### src/rtl/scnn_pkg.sv
// rtl/scnn_pkg.sv - shared SCNN load-path constants and tile types
package scnn_pkg;

    localparam int DATA_W         = 32;
    localparam int TILE_DIM       = 4;
    localparam int BEATS_PER_TILE = 2 * TILE_DIM;

    localparam logic [1:0] SCNN_FLAG_WB   = 2'b01;
    localparam logic [1:0] SCNN_FLAG_LOAD = 2'b10;

    typedef logic [TILE_DIM-1:0][DATA_W-1:0] tile_t;

endpackage

### src/rtl/scnn_tile_collector_if.sv
// rtl/scnn_tile_collector_if.sv - response stream in, tile pair handshake out
interface scnn_tile_collector_if #(
    parameter int DATA_W   = 32,
    parameter int TILE_DIM = 4
);

    logic                                data_rvalid_i;
    logic [DATA_W-1:0]                   data_rdata_i;
    logic [TILE_DIM-1:0][DATA_W-1:0]     tile_a_o;
    logic [TILE_DIM-1:0][DATA_W-1:0]     tile_b_o;
    logic                                tile_valid_o;
    logic                                tile_ready_i;

    // master: LSU response side plus MAC-array consumer
    modport master (
        output data_rvalid_i, data_rdata_i, tile_ready_i,
        input  tile_a_o, tile_b_o, tile_valid_o
    );

    modport slave (
        input  data_rvalid_i, data_rdata_i, tile_ready_i,
        output tile_a_o, tile_b_o, tile_valid_o
    );

endinterface

### src/rtl/scnn_tile_pingpong.sv
// rtl/scnn_tile_pingpong.sv - two-entry A/B tile store with push/pop pointers
module scnn_tile_pingpong
    import scnn_pkg::*;
#(
    parameter int DATA_W   = 32,
    parameter int TILE_DIM = 4
) (
    input  logic                            clk,
    input  logic                            rst,
    input  logic                            clr,
    input  logic                            wr_en,
    input  logic                            wr_is_a,
    input  logic [$clog2(TILE_DIM)-1:0]     wr_row,
    input  logic [DATA_W-1:0]               wr_data,
    input  logic                            push,
    input  logic                            pop,
    output logic [TILE_DIM-1:0][DATA_W-1:0] rd_a,
    output logic [TILE_DIM-1:0][DATA_W-1:0] rd_b,
    output logic                            rd_valid,
    output logic                            wr_full
);

    logic [TILE_DIM-1:0][DATA_W-1:0] a_q [2];
    logic [TILE_DIM-1:0][DATA_W-1:0] a_d [2];
    logic [TILE_DIM-1:0][DATA_W-1:0] b_q [2];
    logic [TILE_DIM-1:0][DATA_W-1:0] b_d [2];
    logic [1:0] full_q, full_d;
    logic       wr_sel_q, wr_sel_d;
    logic       rd_sel_q, rd_sel_d;

    always_comb begin
        a_d      = a_q;
        b_d      = b_q;
        full_d   = full_q;
        wr_sel_d = wr_sel_q;
        rd_sel_d = rd_sel_q;
        if (clr) begin
            full_d   = '0;
            wr_sel_d = 1'b0;
            rd_sel_d = 1'b0;
        end else begin
            if (wr_en) begin
                if (wr_is_a) a_d[wr_sel_q][wr_row] = wr_data;
                else         b_d[wr_sel_q][wr_row] = wr_data;
            end
            // push and pop never target the same entry: push needs it empty, pop needs it full
            if (pop) begin
                full_d[rd_sel_q] = 1'b0;
                rd_sel_d         = ~rd_sel_q;
            end
            if (push) begin
                full_d[wr_sel_q] = 1'b1;
                wr_sel_d         = ~wr_sel_q;
            end
        end
    end

    always_ff @(posedge clk or posedge rst) begin
        if (rst) begin
            a_q      <= '{default: '0};
            b_q      <= '{default: '0};
            full_q   <= '0;
            wr_sel_q <= 1'b0;
            rd_sel_q <= 1'b0;
        end else begin
            a_q      <= a_d;
            b_q      <= b_d;
            full_q   <= full_d;
            wr_sel_q <= wr_sel_d;
            rd_sel_q <= rd_sel_d;
        end
    end

    assign rd_a     = a_q[rd_sel_q];
    assign rd_b     = b_q[rd_sel_q];
    assign rd_valid = full_q[rd_sel_q];
    assign wr_full  = full_q[wr_sel_q];

endmodule

### src/rtl/scnn_tile_collector.sv
// rtl/scnn_tile_collector.sv - de-interleaves gemm4x4 load responses into A/B tile pairs
module scnn_tile_collector
    import scnn_pkg::*;
#(
    parameter int DATA_W   = 32,
    parameter int TILE_DIM = 4,
    parameter int CNT_W    = 16
) (
    input  logic                clk,
    input  logic                rst,
    input  logic [1:0]          scnn_flag_i,
    input  logic                gemm4x4_active_i,
    input  logic                im2col_active_i,
    scnn_tile_collector_if.slave bus,
    output logic                stall_o,
    output logic [CNT_W-1:0]    tile_cnt_o,
    output logic                overflow_o
);

    logic [2:0]       beat_q, beat_d;
    logic [CNT_W-1:0] cnt_q, cnt_d;
    logic             ovf_q, ovf_d;
    logic             clr, collect, accept, push, pop;

    assign clr     = (scnn_flag_i == SCNN_FLAG_LOAD);
    assign collect = bus.data_rvalid_i & gemm4x4_active_i & ~im2col_active_i;
    assign accept  = collect & ~stall_o & ~clr;
    assign push    = accept & (beat_q == 3'(BEATS_PER_TILE - 1));
    assign pop     = bus.tile_valid_o & bus.tile_ready_i & ~clr;

    always_comb begin
        beat_d = beat_q;
        cnt_d  = cnt_q;
        ovf_d  = ovf_q;
        if (clr) begin
            beat_d = '0;
            cnt_d  = '0;
            ovf_d  = 1'b0;
        end else begin
            if (accept) beat_d = beat_q + 3'd1;
            if (push)   cnt_d  = cnt_q + CNT_W'(1);
            // writeback/maxpool traffic while stalled is not ours and is not an overflow
            if (collect && stall_o) ovf_d = 1'b1;
        end
    end

    always_ff @(posedge clk or posedge rst) begin
        if (rst) begin
            beat_q <= '0;
            cnt_q  <= '0;
            ovf_q  <= 1'b0;
        end else begin
            beat_q <= beat_d;
            cnt_q  <= cnt_d;
            ovf_q  <= ovf_d;
        end
    end

    // beat[0] selects operand (B on even, A on odd), beat[2:1] selects the row
    scnn_tile_pingpong #(
        .DATA_W   (DATA_W),
        .TILE_DIM (TILE_DIM)
    ) u_pingpong (
        .clk      (clk),
        .rst      (rst),
        .clr      (clr),
        .wr_en    (accept),
        .wr_is_a  (beat_q[0]),
        .wr_row   (beat_q[2:1]),
        .wr_data  (bus.data_rdata_i),
        .push     (push),
        .pop      (pop),
        .rd_a     (bus.tile_a_o),
        .rd_b     (bus.tile_b_o),
        .rd_valid (bus.tile_valid_o),
        .wr_full  (stall_o)
    );

    assign tile_cnt_o = cnt_q;
    assign overflow_o = ovf_q;

endmodule

### src/flat_wrapper.sv
// flat-port wrapper written by rule: the top's interface ports become plain ports
module scnn_tile_collector_flat import scnn_pkg::*;
#(
    parameter int DATA_W   = 32,
    parameter int TILE_DIM = 4,
    parameter int CNT_W    = 16
)
  (clk, rst, scnn_flag_i, gemm4x4_active_i, im2col_active_i, stall_o, tile_cnt_o, overflow_o, bus_data_rvalid_i, bus_data_rdata_i, bus_tile_ready_i, bus_tile_a_o, bus_tile_b_o, bus_tile_valid_o);
  scnn_tile_collector_if #(.DATA_W(DATA_W), .TILE_DIM(TILE_DIM)) bus_i ();
  input  logic clk;
  input  logic rst;
  input  logic [1:0] scnn_flag_i;
  input  logic gemm4x4_active_i;
  input  logic im2col_active_i;
  output logic stall_o;
  output logic [CNT_W-1:0] tile_cnt_o;
  output logic overflow_o;
  input wire logic [$bits(bus_i.data_rvalid_i)-1:0] bus_data_rvalid_i;
  input wire logic [$bits(bus_i.data_rdata_i)-1:0] bus_data_rdata_i;
  input wire logic [$bits(bus_i.tile_ready_i)-1:0] bus_tile_ready_i;
  output wire logic [$bits(bus_i.tile_a_o)-1:0] bus_tile_a_o;
  output wire logic [$bits(bus_i.tile_b_o)-1:0] bus_tile_b_o;
  output wire logic [$bits(bus_i.tile_valid_o)-1:0] bus_tile_valid_o;
  assign bus_i.data_rvalid_i = bus_data_rvalid_i;
  assign bus_i.data_rdata_i = bus_data_rdata_i;
  assign bus_i.tile_ready_i = bus_tile_ready_i;
  assign bus_tile_a_o = bus_i.tile_a_o;
  assign bus_tile_b_o = bus_i.tile_b_o;
  assign bus_tile_valid_o = bus_i.tile_valid_o;
  scnn_tile_collector #(.DATA_W(DATA_W), .TILE_DIM(TILE_DIM), .CNT_W(CNT_W)) u_core (.clk(clk), .rst(rst), .scnn_flag_i(scnn_flag_i), .gemm4x4_active_i(gemm4x4_active_i), .im2col_active_i(im2col_active_i), .bus(bus_i), .stall_o(stall_o), .tile_cnt_o(tile_cnt_o), .overflow_o(overflow_o));
endmodule
### config.mk
export PLATFORM = sky130hd
export DESIGN_NAME = scnn_tile_collector_flat
export DESIGN_NICKNAME = d
export VERILOG_FILES = /design/src/rtl/scnn_pkg.sv /design/src/rtl/scnn_tile_collector_if.sv /design/src/rtl/scnn_tile_pingpong.sv /design/src/rtl/scnn_tile_collector.sv /design/src/flat_wrapper.sv
export SDC_FILE = /design/constraint.sdc
export NUM_CORES = 1
export LEC_CHECK = 0
export CAP_MARGIN = 20
export CORE_AREA = 2 2 284 286
export CTS_CLUSTER_DIAMETER = 100
export DETAILED_ROUTE_END_ITERATION = 12
export DIE_AREA = 0 0 286 288
export PLACE_DENSITY = 0.6
export SYNTH_ARGS = -nofsm -noshare
export SYNTH_HDL_FRONTEND = slang
export SYNTH_SLANG_ARGS = --single-unit
### constraint.sdc
create_clock -name clk -period 19.95 [get_ports clk]
set_input_delay 1.995 -clock clk [delete_from_list [all_inputs] [get_ports clk]]
set_output_delay 1.995 -clock clk [all_outputs]
set_load 0.03 [all_outputs]
After elaboration in Yosys (flattened, before gate mapping)
Cells that the tools add are included.
W data, S select, Z words.

word-level totals
  register bits = 536
  input port bits = 40
  output and inout port bits = 275

cells by class
  $add $sub $neg = 2
  magnitude comparators = 9
  eq/ne operators = 2
  mux-type cells = 34
  bitwise gates (word level) = 18
  reductions and logical operators = 11

operators by type and width
  operator                 number
  $mux W128                7
  $bwmux W256              2
  $demux W128 S1           1
  $demux W32 S2            1
  $mux W16                 2
  $mux W32                 1
  $add A16 B1 Y16 const B  1
  $mux W1                  12
  $mux W2                  4
  $reduce_bool A2 Y1       4
  $and A1 B1 Y1            7
  $mux W3                  2
  $not A1 Y1               6
  $reduce_and A3 Y1        2
  $logic_and A1 B1 Y1      5
  $ge A2 B2 Y1 const B     2
  $lt A1 B2 Y1 const B     2
  $not A1 Y2               2
  $add A3 B1 Y3 const B    1
  $eq A3 B3 Y1 const B     1
  $lt A2 B3 Y1 const B     1
  $and A2 B2 Y2            1
  $demux W1 S1             2
  $eq A2 B2 Y1 const B     1
  other kinds (5)          6

Depth between registers and ports, before layout
  depth after elaboration = 11
  gate-level depth with buffers = 6

Cells and area by module
A second synthesis with hierarchy kept.

unflattened totals
  cells, all modules = 1552
  area total of the unflattened synthesis = 23532.6 µm²

modules (own cells, without submodules)
  module               instances  cells each  area an instance (µm²)
  scnn_tile_pingpong   1          1438        22456.5
  scnn_tile_collector  1          114         1076.0

Worst setup path before layout
OpenSTA, ideal clock, no wires.

  path kind = input port to flip-flop
  start = in im2col_active_i
  end = reg u_core.u_pingpong.a_q[20] (netlist name)
  library setup time = 0.125 ns
  data arrival time = 3.526 ns
  data required time = 19.825 ns
  path slack = 16.299 ns
  cell stages on the path = 5
  buffers on the path = 1
  path through = nand3b_4 or3b_4 nor4_4 buf_6 mux2_2

on the way
  cells in the longest elaborated chain, start to end = 5

RTL lines
  item                                line                       source
  start: declaration                  flat_wrapper.sv:14         input logic im2col_active_i;
  $not A1 Y1                          scnn_tile_collector.sv:26  assign collect = bus.data_rvalid_i & gemm4x4_active_i & ~im2col_active_i;
  $and A1 B1 Y1                       scnn_tile_collector.sv:26
  $and A1 B1 Y1 (2 in series)         scnn_tile_collector.sv:27  assign accept = collect & ~stall_o & ~clr;
  $reduce_and A3 Y1 (no source line)  n/a
  end signal: assignment              scnn_tile_pingpong.sv:60   a_q <= '{default: '0};
  end signal: assignment              scnn_tile_pingpong.sv:66   a_q <= a_d;
  end: declaration                    scnn_tile_pingpong.sv:23   logic [TILE_DIM-1:0][DATA_W-1:0] a_q [2];

No other way between the ends.
A chain may end at the register's enable or synchronous reset.

Worst setup path after layout
  start = reg u_core.u_pingpong.rd_sel_q
  end = out bus_tile_b_o[4]

on the way
  cells in the longest elaborated chain, start to end = 4

RTL lines
  item                                           line                      source
  start: declaration                             scnn_tile_pingpong.sv:29  logic rd_sel_q, rd_sel_d;
  start signal: assignment                       scnn_tile_pingpong.sv:70  rd_sel_q <= rd_sel_d;
  $not A1 Y2 (implied by the code)               scnn_tile_pingpong.sv:75  assign rd_b = b_q[rd_sel_q];
  $mux W128 (implied by the code) (3 in series)  scnn_tile_pingpong.sv:75
  end: declaration                               flat_wrapper.sv:22        output wire logic [$bits(bus_i.tile_b_o)-1:0] bus_tile_b_o;

No other way between the ends. The select of a mux whose other input is x is not followed.

==> metrics.txt <==
Antenna Cells=0; Core Rows=104; Post-synth EDFFs=0; Synth Flop Type=dfrtp_1; GRT Overall Usage=0.160; cts repair resizes=0; I/O Buffers=314; Hold Path Class=flop to flop; crit start category=flop; Filler cells=7543; Initial Util=0.295; First DRT Iteration DRCs=636; CTS tree=yes; Synth Cell Area=23500 um2; Routed met3 length=~3 mm; die width=286 um; top-count cell post-synth=mux2_2; largest area contributor in the netlist=dfrtp_1; Final Hold Viols=0; routability congestion estimate=0.793; share of flip-flops with an asynchronous set or reset=1.00; Hold Buf Count CTS=0; Num CTS Buffers=60; Synth Register Bits=~540; 1st-pass router iterations=5; share of layout cells above drive strength 1=0.471; total wire length=67.1 mm; Slew Limit Fails=0; clk_skew=0.0134 ns; synth cell count leaders=mux2_2, dfrtp_1, clkbuf_1, buf_2, mux2_1; Worst Tran Pin Value=1.02 ns; fin crit period=roughly 6.5 ns; Die ar.=82400 um2; Max FO, Critical Path=74; Final setup viols=0; Post-Synthesis Net Count=1593; routed length on met2=between 30 and 40 mm; via count=13900; Max-Cap Viols=0; register area share after synthesis=0.570; WP data required=between 15 and 20 ns; Post-CTS Setup Bufs=0; synth unique cells=42; Syn Inst Count=approximately 1600; DRC=0; Top Metal Used=met4; H-Tree Level Count=2; core area=79600 um2; CP endpoint kind=primary output; Routed Antenna Nets=0; Leak=0.0141 uW; hpwl dp=~44 mm; Final nets=about 1900; routed metal-1 wirelength=29.2 mm; status=finished clean; P per Cell Area=94.4 nW/um2; RSZ-0062 raised after global routing=no; insertion delay to the later sink of the worst-skew pair=0.62 ns; grt total ovfl=0; Final Cell Area=29800 um2; relative slew slack=0.319; Die H=288 um; Yosys top cell area share=0.570; CTS sink count=536; peak supply drop=0.0000632 V; Area growth syn-to-layout=26.7%; Crit Path Category=flop to primary output; initial antenna violation count=0; setup TNS=0 ns; Data arrival, critical path=~4.5 ns; I/O pins=roughly 320; YS warnings=0; maximum root-to-sink buffer count=3; ranking of synthesized cells by area=dfrtp_1, mux2_2, mux2_1, clkbuf_1, buf_2; Mean Syn Cell Area=approximately 15 um2; fin crit share=0.328; vias per inst=4.73; largest net degree at the start of global routing=172; first-pass GRT wire length=98.6 mm; WL/cell=22.8 um; Fmax=between 150 and 200 MHz; vias in the first global route=14900; DP Area=27700 um2; CTS Root Cell=clkbuf_16; clock slew at reported path FFs=approximately 0.06 ns
==> per-layer routing <==
metal	global-route usage	vias up
met5	0	-
met4	0.0437	0
met3	0.0302	98
met2	0.273	312
met1	0.207	7373
li1	-	6140
==> power breakdown <==
| group | switching, uW | leakage [uW] | internal [uW] | total, uW |
|---|---|---|---|---|
| Clock | 440 | 0.000968 | 664 | 1100 |
| Sequential | 40.3 | 0.00736 | 1160 | 1200 |
| Combinational | 281 | 0.00574 | 230 | 511 |
==> final cells by class <==
class                      instances  area [um2]  share of cell area
clock inverter                    17         231             0.00777
sequential                       536       13400               0.450
timing repair buffer             346        3490               0.117
tap                             1060        1330              0.0445
inverter                           5        26.3            0.000882
clock buffer                      85        1740              0.0583
multi-input combinational        893        9570               0.321
==> registers in the layout (all words and copies together), names as in the netlist <==
name / count
u_core.u_pingpong.a_q: 256
u_core.u_pingpong.rd_sel_q: 1
u_core.beat_q: 3
u_core.u_pingpong.full_q: 2
u_core.u_pingpong.wr_sel_q: 1
u_core.u_pingpong.b_q: 256
u_core.overflow_o: 1
u_core.tile_cnt_o: 16
==> critical path: stages (launching register included) <==
cell	delay (ns)
dfrtp_4	1.00
buf_4	0.86
buf_4	0.84
mux2_2	0.42
clkdlybuf4s50_1	0.61
==> through the flow <==
stage	power (uW)	setup slack (ns)	utilization	hold slack [ns]	instances
5_1_grt	2930	13.20	0.374	0.508	2942
6_report	2810	13.41	0.374	0.482	2942
4_1_cts	2860	13.37	0.373	0.487	2938
2_1_floorplan	1520	2.97	-	0.452	1550
3_3_place_gp	1730	14.13	0.348	0.462	2834
3_5_place_dp	1730	14.05	0.348	0.473	2836
==> layout by cell type, fill, tap and decap left out, types with 7 or more instances in the layout <==
master / Yosys / routed
mux2_2: 743 / 743
dfrtp_1: 536 / 535
clkdlybuf4s50_1: 0 / 314
clkbuf_16: 0 / 61
mux2_1: 26 / 26
buf_4: 15 / 25
a21oi_1: 13 / 13
nor2_1: 12 / 12
nand2_1: 12 / 12
clkbuf_8: 0 / 12
clkbuf_1: 68 / 12
o21ai_0: 7 / 7
==> cells by family after synthesis <==
family / synth area share
xor gates and xnor gates: 0.00186
AOI/OAI and AO/OA: 0.00755
and+or+nand+nor: 0.0240
DFF: 0.570
muxes: 0.370
buffers and inverters: 0.0250
adders and majority gates: 0.00160
==> final timing paths <==
path | startpoint | end | slack [ns] | cells after the start
worst min-delay path | u_core.u_pingpong.a_q[46] | u_core.u_pingpong.a_q[46] | 0.48 | 1
worst min register to register | u_core.u_pingpong.a_q[46] | u_core.u_pingpong.a_q[46] | 0.48 | 1
min in group asynchronous | rst | u_core.u_pingpong.b_q[144] | 1.91 | 2
worst max-delay path | u_core.u_pingpong.rd_sel_q | bus_tile_b_o[4] | 13.41 | 4
worst max register to register | u_core.u_pingpong.wr_sel_q | u_core.u_pingpong.a_q[9] | 17.09 | 4
max in group asynchronous | rst | u_core.u_pingpong.b_q[2] | 15.89 | 5
Note: power is estimated with default switching activity, not from simulation.
